[src/rtl/int_to_float_pkg.sv]
// Shared widths, exponent constants and the packed single-precision layout
// used by the int_to_float converter.
package int_to_float_pkg;

    localparam int FLOAT_BIAS = 127;
    localparam int EXP_W      = 8;
    localparam int FRAC_W     = 23;
    localparam int INT_W      = 32;

    // Biased exponent of a value whose leading one sits at bit INT_W-1.
    localparam int EXP_TOP    = FLOAT_BIAS + INT_W - 1;

    typedef struct packed {
        logic              sign;
        logic [EXP_W-1:0]  exponent;
        logic [FRAC_W-1:0] fraction;
    } float_t;

endpackage

[src/rtl/int_to_float_lzc32.sv]
// Combinational 32-bit leading-zero counter; an all-zero input yields 32.
module lzc32
    import int_to_float_pkg::*;
(
    input  logic [INT_W-1:0] i_value,
    output logic [5:0]       o_count
);

    // Scanning upward lets the highest set bit overwrite any lower hit.
    always_comb begin
        o_count = 6'd32;
        for (int i = 0; i < INT_W; i++) begin
            if (i_value[i]) begin
                o_count = 6'(INT_W - 1 - i);
            end
        end
    end

endmodule

[src/rtl/int_to_float.sv]
// Three-stage int32 -> IEEE-754 single converter, round to nearest even.
// Optional macro INT_TO_FLOAT_INEXACT_EN adds the out_inexact flag output.
module int_to_float
    import int_to_float_pkg::*;
(
    input  logic             clk,
    input  logic             rst,
    input  logic [INT_W-1:0] in_a,
    input  logic             in_valid,
    output logic             in_ready,
    output logic [31:0]      out_z,
    output logic             out_valid,
    input  logic             out_ready
`ifdef INT_TO_FLOAT_INEXACT_EN
    ,
    output logic             out_inexact
`endif
);

    logic             w_advance;
    logic [INT_W-1:0] w_mag;
    logic [5:0]       w_lz;
    logic [INT_W-1:0] w_norm;

    logic             r_s1_valid;
    logic             r_s1_sign;
    logic [INT_W-1:0] r_s1_mag;

    logic             r_s2_valid;
    logic             r_s2_sign;
    logic             r_s2_zero;
    logic [5:0]       r_s2_lz;
    logic [INT_W-1:0] r_s2_norm;

    logic             r_out_valid;
    logic [31:0]      r_out_z;

    // The whole pipeline moves as one unit whenever the output slot can drain.
    assign w_advance = !r_out_valid || out_ready;
    assign in_ready  = w_advance;
    assign out_valid = r_out_valid;
    assign out_z     = r_out_z;

    assign w_mag = in_a[INT_W-1] ? (~in_a + 32'd1) : in_a;

    always_ff @(posedge clk) begin
        if (rst) begin
            r_s1_valid <= 1'b0;
            r_s1_sign  <= 1'b0;
            r_s1_mag   <= '0;
        end else if (w_advance) begin
            r_s1_valid <= in_valid;
            r_s1_sign  <= in_a[INT_W-1];
            r_s1_mag   <= w_mag;
        end
    end

    lzc32 u_lzc (
        .i_value (r_s1_mag),
        .o_count (w_lz)
    );

    assign w_norm = r_s1_mag << w_lz;

    always_ff @(posedge clk) begin
        if (rst) begin
            r_s2_valid <= 1'b0;
            r_s2_sign  <= 1'b0;
            r_s2_zero  <= 1'b0;
            r_s2_lz    <= '0;
            r_s2_norm  <= '0;
        end else if (w_advance) begin
            r_s2_valid <= r_s1_valid;
            r_s2_sign  <= r_s1_sign;
            r_s2_zero  <= (r_s1_mag == '0);
            r_s2_lz    <= w_lz;
            r_s2_norm  <= w_norm;
        end
    end

    logic              w_guard;
    logic              w_sticky;
    logic              w_round_up;
    logic [24:0]       w_mant_rnd;
    logic              w_carry;
    logic [EXP_W-1:0]  w_exp;
    logic [FRAC_W-1:0] w_frac;
    float_t            w_result;

    assign w_guard    = r_s2_norm[7];
    assign w_sticky   = |r_s2_norm[6:0];
    assign w_round_up = w_guard && (w_sticky || r_s2_norm[8]);
    assign w_mant_rnd = {1'b0, r_s2_norm[31:8]} + {24'd0, w_round_up};
    assign w_carry    = w_mant_rnd[24];

    // A rounding carry leaves 1.000..0 one binade up, so the fraction clears.
    assign w_exp  = 8'(EXP_TOP) - {2'b00, r_s2_lz} + {7'd0, w_carry};
    assign w_frac = w_carry ? '0 : 23'(w_mant_rnd);

    always_comb begin
        w_result = '0;
        if (!r_s2_zero) begin
            w_result.sign     = r_s2_sign;
            w_result.exponent = w_exp;
            w_result.fraction = w_frac;
        end
    end

    always_ff @(posedge clk) begin
        if (rst) begin
            r_out_valid <= 1'b0;
            r_out_z     <= '0;
        end else if (w_advance) begin
            r_out_valid <= r_s2_valid;
            r_out_z     <= w_result;
        end
    end

`ifdef INT_TO_FLOAT_INEXACT_EN
    logic r_out_inexact;

    always_ff @(posedge clk) begin
        if (rst) begin
            r_out_inexact <= 1'b0;
        end else if (w_advance) begin
            r_out_inexact <= w_guard || w_sticky;
        end
    end

    assign out_inexact = r_out_inexact;
`endif

endmodule

[config.mk]
export PLATFORM = sky130hd
export DESIGN_NAME = int_to_float
export DESIGN_NICKNAME = d
export VERILOG_FILES = /design/src/rtl/int_to_float_pkg.sv /design/src/rtl/int_to_float_lzc32.sv /design/src/rtl/int_to_float.sv
export SDC_FILE = /design/constraint.sdc
export NUM_CORES = 1
export LEC_CHECK = 0
export ABC_AREA = 0
export CORE_ASPECT_RATIO = 0.5
export CORE_MARGIN = 2
export CORE_UTILIZATION = 50
export DETAILED_ROUTE_END_ITERATION = 10
export PLACE_DENSITY_LB_ADDON = 0.08
export SKIP_CTS_REPAIR_TIMING = 1
export SYNTH_ARGS = -nofsm -noshare
export SYNTH_HDL_FRONTEND = slang
export SYNTH_SLANG_ARGS = --single-unit
[constraint.sdc]
create_clock -name clk -period 3.8 [get_ports clk]
set_input_delay 0.95 -clock clk [delete_from_list [all_inputs] [get_ports clk]]
set_output_delay 0.95 -clock clk [all_outputs]
set_load 0.02 [all_outputs]
==> results.json <==
{
  "dp_hpwl_microns": 15900,
  "clock_skew_ns": 0.00978,
  "finish.instance_area_sq_mm": 0.00834,
  "detail_route.wl_per_cell_microns": 17.8,
  "dieWidth_microns": 171,
  "post_route_cells_drive_above_1_share": 0.0993,
  "startpoint": "r_s1_mag[1]",
  "relSlewSlack": 0.526,
  "clock_latency_ns": 0.36,
  "nFillCells": 1287,
  "period_needed_ns": 3.45,
  "rsz0062_at_grt": "false",
  "whs_ns": 0.452,
  "synth_cell_type_count": 71,
  "grt_overflow": 0,
  "drt_iter0_drc": 668,
  "drc": 0,
  "synth_top_cell_by_area": "dfxtp_1",
  "synthFlopType": "dfxtp_1",
  "first_global_vias": 6164,
  "async_flop_share": 0,
  "worstHoldPathType": "reg2reg",
  "wirelength_microns": 21000,
  "synth_edf_count": 0,
  "tightest_slew_ns": 0.711,
  "antenna_left": 0,
  "drv_cap": 0,
  "finalSetupTns_ns": 0,
  "ys_seq_elements": 108,
  "required_ns": 4.04,
  "period_share": 0.907,
  "dpl_cell_area_sq_mm": 0.00805,
  "area_growth_syn_to_layout_pct": 19.7,
  "diodes": 0,
  "r2r_start": "r_s1_mag[1]",
  "synth.net_count": 961,
  "cts_htree_levels": 3,
  "place_inst": 1164,
  "io_buffers": 69,
  "cts-buffers-inserted": 9,
  "coreArea_sq_mm": 0.0136,
  "hp-start": "r_s1_valid",
  "hold_violations": 0,
  "gp_congestion": 0.993,
  "fmax_mhz": 290,
  "p_leak_nw": 3.27,
  "die_y_microns": 87.5,
  "drv_slew": 0,
  "cp-end-kind": "register",
  "pin_count": 70,
  "fin_util": 0.614,
  "via_count": 7078,
  "cts_root_buf": "clkbuf_16",
  "synthCells": 921,
  "cts_tree": "yes",
  "cp.arrival_ns": 3.69,
  "synth.cell_area_sq_mm": 0.00697,
  "clk_pin_slew_ns": 0.07,
  "first_pass_iters": 6,
  "status": "finished, final reports clean",
  "finalSetupViolCount": 0,
  "grt_usage": 0.284,
  "cp_max_fo": 10,
  "cts_max_path_buffers": 2,
  "vias_per_cell": 6.00,
  "yosysWarnings": 0,
  "path_class": "reg2reg",
  "ir_worst_vdd_mv": 0.231,
  "yosysSeqAreaShare": 0.310,
  "grt_pass1_wl_microns": 33400,
  "rows": 30,
  "crit_path_start_kind": "register",
  "stdcell_count": 1179,
  "cts.sinks": 108,
  "dieArea_sq_mm": 0.0150,
  "start_util": 0.513,
  "power_density_mw_per_mm2": 451,
  "antenna_found_initial": 0,
  "synth_top_area_share": 0.310,
  "grt_max_degree": 75,
  "synth_area_leaders": "dfxtp_1 31%, nand2_1 6.2%, nor2_1 6.1%, mux2i_1 5.2%, a211oi_1 4.4%",
  "nets": 1023,
  "synth_area_per_cell_sq_um": 7.56
}
==> through the flow <==
stage	setup slack, ns	total power, W
global placement	0.0950	0.00282
finish	0.352	0.00376
detailed placement	0.00237	0.00284
CTS	0.353	0.00374
floorplan	0.565	0.00231
global route	0.124	0.00395
==> cells in the final DEF (no fill, tap or decap), drive strengths merged, types with 4 or more instances in the layout <==
master,netlist,routed
a211oi,42,42
a21oi,50,50
a22oi,39,39
a31oi,4,4
and2,5,5
and3,11,11
buf,22,60
clkbuf,55,9
clkdlybuf4s50,0,68
clkinv,0,4
dfxtp,108,108
ha,4,4
inv,18,20
mux2,8,8
mux2i,36,36
nand2,116,116
nand2b,4,4
nand3,32,32
nand4,4,4
nor2,114,114
nor2b,8,8
nor3,20,20
nor4,14,14
o2111ai,5,5
o211ai,9,9
o21a,5,5
o21ai,46,46
o22ai,6,6
o31ai,13,13
o41ai,6,6
or3,4,4
or4,10,10
xnor2,19,19
xor2,34,34
==> worst max-delay path, cell delays in order, from the launching register on <==
cell       delay (ns)
dfxtp_1          0.57
nand2b_1         0.16
nand3_1          0.08
a2111oi_1        0.47
o21ai_1          0.31
a21oi_1          0.27
buf_4            0.19
nor3_1           0.06
a211oi_1         0.40
o22ai_1          0.26
a221oi_1         0.33
buf_4            0.18
o21ai_1          0.06
==> where the power goes <==
part	leakage (nW)	switching, W	internal, W
logic	2.24	0.000798	0.000611
clock network	0.141	0.000457	0.000455
registers	0.891	0.000167	0.00127
==> layout make-up <==
type                    count  area, sq um  area share
multi-input cells         718         4450       0.533
flip-flops and latches    108         2160       0.259
repair buffers            128         1140       0.137
well taps                 192          240      0.0288
clock buffers               9          225      0.0270
inverters                  18         67.6     0.00810
clock inverters             6         58.8     0.00705
==> final timing paths <==
check | slack (ns) | depth (start not counted) | end
hold / removal | 0.45 | 2 | r_s1_valid
setup reg to reg | 0.35 | 12 | r_s2_norm[23]
setup / recovery | 0.35 | 12 | r_s2_norm[23]
hold reg to reg | 0.45 | 2 | r_s1_valid
==> state kept, by name, indices dropped and copies added (netlist names) <==
name        flops
out_valid       1
out_z          32
r_s1_mag       32
r_s1_sign       1
r_s1_valid      1
r_s2_lz         6
r_s2_norm      32
r_s2_sign       1
r_s2_valid      1
r_s2_zero       1
==> cells in the mapped netlist (4+ instances only) <==
cell	number
buf_2	10
mux2i_1	36
o41ai_1	6
nor2_1	114
o21ai_0	43
xor2_1	34
ha_1	4
dfxtp_1	108
or4_1	10
nor3_1	19
buf_1	10
clkbuf_1	54
inv_1	18
mux2_2	8
o22ai_1	6
or3_1	4
nand2b_1	4
o31ai_1	13
o21a_1	5
a22oi_1	39
a211oi_1	41
nor4_1	14
a31oi_1	4
and3_1	11
nand2_1	115
and2_1	4
a21oi_1	49
nand3_1	32
o2111ai_1	4
nand4_1	4
o211ai_1	8
xnor2_1	19
nor2b_1	8
==> cells by family (layout without fill, tap and decap cells) <==
group	Yosys count	after routing	share of synthesized area
AND/OR/NAND/NOR	349	349	0.227
AO/OA/AOI/OAI	268	268	0.269
adder cells (fa/ha/maj)	4	4	0.00718
XOR/XNOR	53	53	0.0666
flip-flops	108	108	0.310
multiplexers	44	44	0.0647
buffers and inverters	95	161	0.0553
==> per-layer routing <==
layer  global-route usage  vias to the layer above  part of all wire
li1                     -                     3489                 -
met3               0.0409                       37             0.080
met2                0.434                      312              0.41
met1                0.421                     3240              0.49
met4               0.0716                        0             0.016
met5                    0                        -                 0
Note: power is estimated with default switching activity, not from simulation.
